## config.mk

```make
export PLATFORM = sky130hd
export DESIGN_NAME = meas_uart_framer_flat
export DESIGN_NICKNAME = d
export VERILOG_FILES = /design/src/rtl/meas_uart_framer_if.sv /design/src/rtl/meas_uart_framer.sv /design/src/flat_wrapper.sv
export SDC_FILE = /design/constraint.sdc
export NUM_CORES = 1
export LEC_CHECK = 0
export BUFFER_PORTS_ARGS = -buffer_cell sky130_fd_sc_hd__buf_2
export CELL_PAD_IN_SITES_DETAIL_PLACEMENT = 0
export CELL_PAD_IN_SITES_GLOBAL_PLACEMENT = 1
export CORE_MARGIN = 2
export CORE_UTILIZATION = 47
export CTS_CLUSTER_SIZE = 12
export DETAILED_ROUTE_END_ITERATION = 8
export GPL_ROUTABILITY_DRIVEN = 0
export PLACE_DENSITY_LB_ADDON = 0.1
export SLEW_MARGIN = 20
export SYNTH_ARGS = -nofsm -noshare
export SYNTH_HDL_FRONTEND = slang
export SYNTH_SLANG_ARGS = --single-unit
```

## constraint.sdc

```tcl
create_clock -name clk -period 7.7 [get_ports clk]
set_clock_uncertainty 0.05 [all_clocks]
set_input_delay 0.385 -clock clk [delete_from_list [all_inputs] [get_ports clk]]
set_output_delay 0.385 -clock clk [all_outputs]
set_load 0.02 [all_outputs]
```

## src/rtl/meas_uart_framer_if.sv

```systemverilog
// Byte stream from the measurement framer to the UART transmitter.
// Master drives data/valid and holds them until ready completes the transfer.
interface meas_uart_framer_if;
  logic [7:0] tx_data;
  logic       tx_valid;
  logic       tx_ready;

  modport master (output tx_data, output tx_valid, input tx_ready);
  modport slave  (input tx_data, input tx_valid, output tx_ready);
endinterface

```

## src/rtl/meas_uart_framer.sv

```systemverilog
// Packs pinlv/cycle/duty snapshots into 16-byte frames (AA 55 seq 3xBE32 chk)
// for the UART; a one-deep shadow absorbs strobes that land mid-frame.
module meas_uart_framer #(
  parameter logic [7:0] HDR0 = 8'hAA,
  parameter logic [7:0] HDR1 = 8'h55
) (
  input  logic               clk,
  input  logic               rst,
  input  logic [31:0]        i_pinlv,
  input  logic [31:0]        i_cycle,
  input  logic [31:0]        i_duty_cycle,
  input  logic               i_meas_valid,
  meas_uart_framer_if.master tx,
  output logic               o_busy,
  output logic [7:0]         o_seq,
  output logic [7:0]         o_ovf_cnt
);

  localparam int unsigned FRAME_LEN = 16;
  localparam logic [3:0]  LAST_IDX  = 4'(FRAME_LEN - 1);

  typedef struct packed {
    logic [31:0] pinlv;
    logic [31:0] cycle;
    logic [31:0] duty;
  } meas_t;

  typedef enum logic {S_IDLE, S_SEND} state_t;

  state_t     r_state, w_nxt_state;
  meas_t      r_frame, r_shadow;
  logic       r_pend;
  logic [3:0] r_idx;
  logic [7:0] r_seq;
  logic [7:0] r_ovf;

  meas_t      w_snap;
  logic       w_xfer, w_last;
  logic       w_load_live, w_load_shadow;
  logic [7:0] w_byte, w_chk;

  assign w_snap        = {i_pinlv, i_cycle, i_duty_cycle};
  assign w_xfer        = (r_state == S_SEND) && tx.tx_ready;
  assign w_last        = w_xfer && (r_idx == LAST_IDX);
  // Live inputs always beat a pending shadow when both are available in IDLE.
  assign w_load_live   = (r_state == S_IDLE) && i_meas_valid;
  assign w_load_shadow = (r_state == S_IDLE) && !i_meas_valid && r_pend;

  // ---------------- FSM: state register ----------------
  always_ff @(posedge clk) begin
    if (rst) r_state <= S_IDLE;
    else     r_state <= w_nxt_state;
  end

  // ---------------- FSM: next state ----------------
  always_comb begin
    w_nxt_state = r_state;
    unique case (r_state)
      S_IDLE: if (i_meas_valid || r_pend) w_nxt_state = S_SEND;
      S_SEND: if (w_last)                 w_nxt_state = S_IDLE;
      default:                            w_nxt_state = S_IDLE;
    endcase
  end

  // ---------------- FSM: outputs ----------------
  always_comb begin
    tx.tx_valid = 1'b0;
    tx.tx_data  = 8'h00;
    o_busy      = 1'b0;
    if (r_state == S_SEND) begin
      tx.tx_valid = 1'b1;
      tx.tx_data  = w_byte;
      o_busy      = 1'b1;
    end
  end

  // ---------------- frame / shadow / counters ----------------
  always_ff @(posedge clk) begin
    if (rst) begin
      r_frame  <= '0;
      r_shadow <= '0;
      r_pend   <= 1'b0;
      r_idx    <= '0;
      r_seq    <= '0;
      r_ovf    <= '0;
    end else begin
      if (w_load_live)        r_frame <= w_snap;
      else if (w_load_shadow) r_frame <= r_shadow;

      if ((r_state == S_SEND) && i_meas_valid) begin
        r_shadow <= w_snap;
        r_pend   <= 1'b1;
      end else if ((r_state == S_IDLE) && (i_meas_valid || r_pend)) begin
        r_pend   <= 1'b0;
      end

      if (w_xfer) r_idx <= w_last ? 4'd0 : r_idx + 4'd1;
      if (w_last) r_seq <= r_seq + 8'd1;

      // A strobe with a pending snapshot always discards one snapshot.
      if (i_meas_valid && r_pend && (r_ovf != 8'hFF)) r_ovf <= r_ovf + 8'd1;
    end
  end

  // Checksum over seq and the 12 frozen payload bytes.
  always_comb begin
    w_chk = r_seq;
    for (int i = 0; i < 4; i++) begin
      w_chk = w_chk + r_frame.pinlv[8*i +: 8] + r_frame.cycle[8*i +: 8]
                    + r_frame.duty[8*i +: 8];
    end
  end

  always_comb begin
    w_byte = 8'h00;
    case (r_idx)
      4'd0:  w_byte = HDR0;
      4'd1:  w_byte = HDR1;
      4'd2:  w_byte = r_seq;
      4'd3:  w_byte = r_frame.pinlv[31:24];
      4'd4:  w_byte = r_frame.pinlv[23:16];
      4'd5:  w_byte = r_frame.pinlv[15:8];
      4'd6:  w_byte = r_frame.pinlv[7:0];
      4'd7:  w_byte = r_frame.cycle[31:24];
      4'd8:  w_byte = r_frame.cycle[23:16];
      4'd9:  w_byte = r_frame.cycle[15:8];
      4'd10: w_byte = r_frame.cycle[7:0];
      4'd11: w_byte = r_frame.duty[31:24];
      4'd12: w_byte = r_frame.duty[23:16];
      4'd13: w_byte = r_frame.duty[15:8];
      4'd14: w_byte = r_frame.duty[7:0];
      4'd15: w_byte = w_chk;
      default: w_byte = 8'h00;
    endcase
  end

  assign o_seq     = r_seq;
  assign o_ovf_cnt = r_ovf;

endmodule

```

## src/flat_wrapper.sv

```systemverilog
// flat-port wrapper written by rule: the top's interface ports become plain ports
module meas_uart_framer_flat 
#(
  parameter logic [7:0] HDR0 = 8'hAA,
  parameter logic [7:0] HDR1 = 8'h55
)
  (clk, rst, i_pinlv, i_cycle, i_duty_cycle, i_meas_valid, o_busy, o_seq, o_ovf_cnt, tx_tx_data, tx_tx_valid, tx_tx_ready);
  meas_uart_framer_if tx_i ();
  input  logic clk;
  input  logic rst;
  input  logic [31:0] i_pinlv;
  input  logic [31:0] i_cycle;
  input  logic [31:0] i_duty_cycle;
  input  logic i_meas_valid;
  output logic o_busy;
  output logic [7:0] o_seq;
  output logic [7:0] o_ovf_cnt;
  output wire logic [$bits(tx_i.tx_data)-1:0] tx_tx_data;
  output wire logic [$bits(tx_i.tx_valid)-1:0] tx_tx_valid;
  input wire logic [$bits(tx_i.tx_ready)-1:0] tx_tx_ready;
  assign tx_tx_data = tx_i.tx_data;
  assign tx_tx_valid = tx_i.tx_valid;
  assign tx_i.tx_ready = tx_tx_ready;
  meas_uart_framer #(.HDR0(HDR0), .HDR1(HDR1)) u_core (.clk(clk), .rst(rst), .i_pinlv(i_pinlv), .i_cycle(i_cycle), .i_duty_cycle(i_duty_cycle), .i_meas_valid(i_meas_valid), .tx(tx_i), .o_busy(o_busy), .o_seq(o_seq), .o_ovf_cnt(o_ovf_cnt));
endmodule
```

### Word level (Yosys, flattened, before mapping)

Cells that the tools add are included.

* add/sub/neg operators: 15
* equality and inequality tests: 16
* mux-type cells: 11
* bitwise gates (word level): 1
* reduce and logical (&&, ||, !) cells: 14

Operators with widths (count)
* $mux 96: 2
* $pmux 8 s16: 1
* $add 8x8->8: 12
* $eq 4x4->1 const B: 8
* $add 8x1->8 const B: 2
* $eq 4x3->1 const B: 4
* $logic_and 1x1->1: 9
* $eq 4x2->1 const B: 2
* $mux 8: 1
* $ne 8x8->1 const B: 1
* $mux 1: 5
* $add 4x1->4 const B: 1
* $eq 4x1->1 const B: 1
* $logic_not 4->1: 1
* $mux 4: 1
* $reduce_bool 2->1: 2
* $pmux 1 s2: 1
* $logic_not 1->1: 1
* $logic_or 1x1->1: 1
* $not 1->1: 1

* flip-flop bits (word level): 214
* input port bits: 100
* output and inout port bits: 26
* word-level logic and storage cells: 68

### Longest topological paths before layout

* depth after elaboration: 14
* gate-level depth with buffers: 18
* mapped depth without buffers: 18

### Worst setup path before layout

OpenSTA, ideal clock, no wires.

* path type: reg-to-output
* from: register u_core.r_frame[74] (netlist name)
* to: output port tx_tx_data[6]
* data arrival time: 4476 ps
* required time: 7265 ps
* setup slack: 2789 ps
* cell stages (with the launch flop): 17
* buffers on the path: 0
* cell sequence: dfxtp_1 > inv_1 > fa_1 > fa_1 > inv_1 > fa_1 > fa_1 > inv_1 > fa_1 > inv_1 > ha_1 > fa_1 > a21o_1 > a21oi_1 > xnor2_1 > nand2_1 > a31oi_1

* cells in the longest elaborated chain, start to end: 11

RTL lines
* start: declaration: RTL line meas_uart_framer.sv:31 `meas_t r_frame, r_shadow;`
* start signal: assignment: RTL line meas_uart_framer.sv:87 `if (w_load_live) r_frame <= w_snap;`
* start signal: assignment: RTL line meas_uart_framer.sv:88 `else if (w_load_shadow) r_frame <= r_shadow;`
* $add 8x8->8 (2 in a row): RTL line meas_uart_framer.sv:109 `w_chk = w_chk + r_frame.pinlv[8*i +: 8] + r_frame.cycle[8*i +: 8]`
* $add 8x8->8: RTL line meas_uart_framer.sv:110 `+ r_frame.duty[8*i +: 8];`
* $add 8x8->8 (2 in a row): RTL line meas_uart_framer.sv:109
* $add 8x8->8: RTL line meas_uart_framer.sv:110
* $add 8x8->8 (2 in a row): RTL line meas_uart_framer.sv:109
* $add 8x8->8: RTL line meas_uart_framer.sv:110
* $pmux 8 s16: RTL line meas_uart_framer.sv:116 `case (r_idx)`
* $mux 8: RTL line meas_uart_framer.sv:70 `if (r_state == S_SEND) begin`
* end: declaration: RTL line flat_wrapper.sv:18 `output wire logic [$bits(tx_i.tx_data)-1:0] tx_tx_data;`

No other way between the ends.

### Final worst setup path

* from: register u_core.r_frame[74] (netlist name)
* to: output port tx_tx_data[3]

Same word-level chain as after synthesis.

==> flow_results.xml <==
<?xml version="1.0" encoding="UTF-8"?>
<metrics>
  <group name="critical_path">
    <metric name="ws_path_type" unit="">reg2out</metric>
    <metric name="max_stage_delay_cell_worst_path" unit="">fa_1</metric>
    <metric name="worst-path-max-fanout" unit="">3</metric>
    <metric name="cp-start-kind" unit="">flip-flop</metric>
    <metric name="critPathRequiredTime" unit="ns">7.26</metric>
    <metric name="critPathArrivalTime" unit="ns">5.38</metric>
    <metric name="timing.critical_path.max_delay_family" unit="">adder cells</metric>
    <metric name="critPathMaxStageDelay" unit="ns">0.54</metric>
    <metric name="worstSetupEndpointType" unit="">primary output</metric>
    <metric name="crit-reg2reg-launch" unit="">u_core.r_state</metric>
    <metric name="timing.reg2reg.setup_slack" unit="ns">4.91</metric>
    <metric name="ff2ff_path_depth" unit="">7</metric>
    <metric name="cpMostUsedCell" unit="">fa_1</metric>
    <metric name="critical_path.n_buffers_inverters" unit="">5</metric>
    <metric name="critical_path.cell_chain" unit="">inv_1, fa_1, fa_1, inv_1, fa_1, fa_1, inv_1, fa_1, inv_1, ha_1, fa_1, a2111oi_0, a21boi_0, buf_2</metric>
    <metric name="r2r_end" unit="">u_core.o_seq[5]</metric>
  </group>
  <group name="clock_tree">
    <metric name="post_cts_buffers" unit="">0</metric>
    <metric name="clk_slew_on_worst_s_h_paths" unit="ns">0.06</metric>
    <metric name="cts_buffer_depth" unit="">3</metric>
    <metric name="clk_latency_worst_skew_pair" unit="ns">0.53</metric>
    <metric name="hold_bufs_inserted_after_cts" unit="">0</metric>
    <metric name="cts-resized-gates" unit="">0</metric>
    <metric name="cts_htree_levels" unit="">1</metric>
    <metric name="ctsRootBufferMaster" unit="">clkbuf_16</metric>
    <metric name="tritoncts.num_buffers" unit="">27</metric>
    <metric name="tritoncts" unit="">yes</metric>
    <metric name="cts.sinks" unit="">214</metric>
  </group>
  <group name="floorplanning">
    <metric name="die_width" unit="microns">166.5</metric>
    <metric name="initial_utilization" unit="%">47.76</metric>
    <metric name="die_y" unit="microns">166.5</metric>
    <metric name="num_io_pins" unit="">126</metric>
    <metric name="placement_rows" unit="">59</metric>
    <metric name="die_ar" unit="sq mm">0.02772</metric>
    <metric name="core-area" unit="sq mm">0.02598</metric>
  </group>
  <group name="timing">
    <metric name="grt_setup_unrepaired" unit="">false</metric>
    <metric name="final-setup-viol-count" unit="">0</metric>
    <metric name="fin_setup_tns" unit="ns">0</metric>
    <metric name="maxSlewHeadroom" unit="%">30.18</metric>
    <metric name="post_route_clock_period_utilization" unit="%">75.55</metric>
    <metric name="report.final.hold_viol_count" unit="">0</metric>
    <metric name="max_freq" unit="MHz">171.9</metric>
    <metric name="min_period" unit="ns">5.818</metric>
    <metric name="worst-slew-pin-transition" unit="ns">1.047</metric>
    <metric name="slew_violations" unit="">0</metric>
    <metric name="holdWs" unit="ns">0.04995</metric>
  </group>
  <group name="logic_synthesis">
    <metric name="synth_fp_nets" unit="">1839</metric>
    <metric name="top_area_cells_in_the_synthesized_netlist" unit="">dfxtp_1 35%, fa_1 11%, a21oi_1 8.8%</metric>
    <metric name="synth_flop_cell" unit="">dfxtp_1</metric>
    <metric name="asyncSetResetFlopFracSynth" unit="%">0</metric>
    <metric name="synth.cell_area" unit="sq mm">0.01241</metric>
    <metric name="ys_seq_area_share" unit="%">34.52</metric>
    <metric name="mean_instance_size_in_the_synthesized_netlist" unit="sq um">7.508</metric>
    <metric name="synth_cells" unit="">1653</metric>
    <metric name="yosysWarnings" unit="">0</metric>
    <metric name="synth_edf_count" unit="">0</metric>
    <metric name="ys_seq_elements" unit="">214</metric>
    <metric name="most_repeated_cell_in_the_gate_level_netlist_after_synthesis" unit="">nand2_1</metric>
    <metric name="synth_top_cell_area_share" unit="%">34.52</metric>
    <metric name="yosysTopAreaCell" unit="">dfxtp_1</metric>
    <metric name="netlist-cell-type-count" unit="">49</metric>
    <metric name="synth.cells.most_frequent" unit="">223 x nand2_1, 218 x inv_1, 217 x a21oi_1</metric>
  </group>
  <group name="grt">
    <metric name="groute.usage.overall" unit="%">25.25</metric>
    <metric name="first_global_vias" unit="">10300</metric>
    <metric name="globalRoute.totalOverflow" unit="">0</metric>
    <metric name="grt_start_max_net_pins" unit="">122</metric>
    <metric name="antenna_found_initial" unit="">0</metric>
    <metric name="grt_pass1_wl" unit="microns">56770</metric>
  </group>
  <group name="hold_path">
    <metric name="hold_end" unit="">u_core.r_shadow[8]</metric>
    <metric name="path_class_of_the_lowest_slack_min_delay_path" unit="">in2reg</metric>
    <metric name="worstHoldStart" unit="">i_duty_cycle[8]</metric>
    <metric name="hold-path-cell-count" unit="">3</metric>
  </group>
  <group name="pwr">
    <metric name="p_leak" unit="nW">5.914</metric>
    <metric name="power_frac_seq" unit="%">31.3</metric>
    <metric name="p_int" unit="W">0.002600</metric>
    <metric name="power.share.clock" unit="%">31.2</metric>
    <metric name="max-vdd-ir-drop" unit="V">0.0003167</metric>
    <metric name="total_switching_power" unit="W">0.001421</metric>
    <metric name="p_per_area" unit="mW/mm^2">288.2</metric>
    <metric name="p_comb_share" unit="%">37.6</metric>
    <metric name="sw_frac_of_total" unit="%">35.35</metric>
  </group>
  <group name="drt">
    <metric name="total_via_count_after_detailed_routing" unit="">10800</metric>
    <metric name="route.antenna.remaining_nets" unit="">0</metric>
    <metric name="drc" unit="">0</metric>
    <metric name="detail_route.iter0.violations" unit="">923</metric>
    <metric name="detailedRoute.firstPassIterationCount" unit="">9</metric>
    <metric name="postRouteWirelength" unit="microns">35530</metric>
    <metric name="via_per_instance_ratio" unit="">5.264</metric>
    <metric name="wl_per_cell" unit="microns">17.31</metric>
  </group>
  <group name="final_layout">
    <metric name="stdcell_area" unit="sq mm">0.01395</metric>
    <metric name="postLayoutCoreUtil" unit="%">53.70</metric>
    <metric name="final_net_count" unit="">1886</metric>
    <metric name="antenna-diode-count" unit="">0</metric>
    <metric name="filler_cell_count" unit="">2574</metric>
    <metric name="area.growth.synth_to_final" unit="%">12.43</metric>
    <metric name="drive_gt1_share" unit="%">11.01</metric>
  </group>
  <group name="placed_design">
    <metric name="port-buffer-count" unit="">125</metric>
    <metric name="placed_cell_area" unit="sq mm">0.01308</metric>
    <metric name="dp_hpwl" unit="microns">24200</metric>
  </group>
  <group name="status">
    <metric name="run_status" unit="">completed</metric>
  </group>
  <group name="flow_run">
    <metric name="max_cap_viol_count" unit="">0</metric>
  </group>
</metrics>
==> final cells by class <==
type	count	area [sq um]	area share, %
clock buffers	39	780.7	5.595
clock inverters	7	93.84	0.6725
inverters	218	818.3	5.864
multi-input cells	1101	6814	48.83
flip-flops and latches	214	4292	30.76
well taps	335	419.2	3.004
repair buffers	138	735.7	5.273
==> power groups by stage <==
stage / logic [W] / registers [W] / clock network (W)
5_1_grt: 0.00177 / 0.00127 / 0.00132
3_3_place_gp: 0.00149 / 0.00128 / 0
2_1_floorplan: 0.00119 / 0.00125 / 0
6_report: 0.00151 / 0.00126 / 0.00125
3_5_place_dp: 0.00151 / 0.00128 / 0
4_1_cts: 0.00152 / 0.00126 / 0.00128
==> sequential cells by signal, summed over array words and instances (netlist names) <==
register and flops:
u_core.r_frame 96, u_core.o_ovf_cnt 8, u_core.r_idx 4, u_core.r_pend 1, u_core.r_shadow 96, u_core.o_seq 8
u_core.r_state 1
==> logic make-up (layout without fill, tap and decap cells) <==
group | Yosys count | count (layout) | share of synthesized area, %
AO/OA/AOI/OAI | 300 | 300 | 13.52
AND/OR/NAND/NOR | 667 | 667 | 24.76
XOR/XNOR | 37 | 37 | 2.611
multiplexers | 11 | 11 | 1.099
buffers and inverters | 338 | 402 | 10.65
flip-flops | 214 | 214 | 34.52
adder cells (fa/ha/maj) | 86 | 86 | 12.84
==> worst min-delay path, stage by stage <==
cell,delay (ns)
buf_2,0.10
nand2_1,0.05
a21oi_1,0.05
==> worst max-delay path by stage <==
stage,to,slack (ns),depth (start not counted),startpoint
after floorplan,tx_tx_data[6],2.79,16,u_core.r_frame[74]
after global placement,tx_tx_data[6],2.49,17,u_core.r_frame[26]
after global routing,tx_tx_data[6],1.67,17,u_core.r_frame[74]
after detailed placement,tx_tx_data[6],2.48,17,u_core.r_frame[74]
final,tx_tx_data[3],1.88,14,u_core.r_frame[74]
after CTS,tx_tx_data[6],1.89,17,u_core.r_frame[74]
==> cells in the final DEF (no fill, tap or decap), drive strengths merged, types with 8 or more instances in the layout <==
cell type / Yosys / routed
a21oi: 217 / 217
a22oi: 19 / 19
buf: 51 / 138
clkbuf: 69 / 39
dfxtp: 214 / 214
fa: 69 / 69
ha: 17 / 17
inv: 218 / 219
mux2i: 8 / 8
nand2: 223 / 223
nand3: 15 / 15
nor2: 216 / 216
nor3: 99 / 99
nor3b: 97 / 97
o21ai: 20 / 20
xnor2: 29 / 29
xor2: 8 / 8
==> per-stage QoR <==
step | total power, W | instances | worst slack [ns]
floorplan | 0.002442 | 1653 | 2.789
global placement | 0.002766 | 2006 | 2.493
detailed placement | 0.002791 | 2006 | 2.478
CTS | 0.004055 | 2052 | 1.888
global route | 0.004354 | 2052 | 1.673
finish | 0.004021 | 2052 | 1.882
==> per-layer routing <==
layer	share of wire [%]	track usage (%)	vias to the layer above
li1	-	-	5405
met1	46	36.62	5077
met2	46	39.67	267
met3	5.6	3.327	53
met4	2.7	6.972	0
met5	0	0	-
Power figures use the tool's default switching activity.
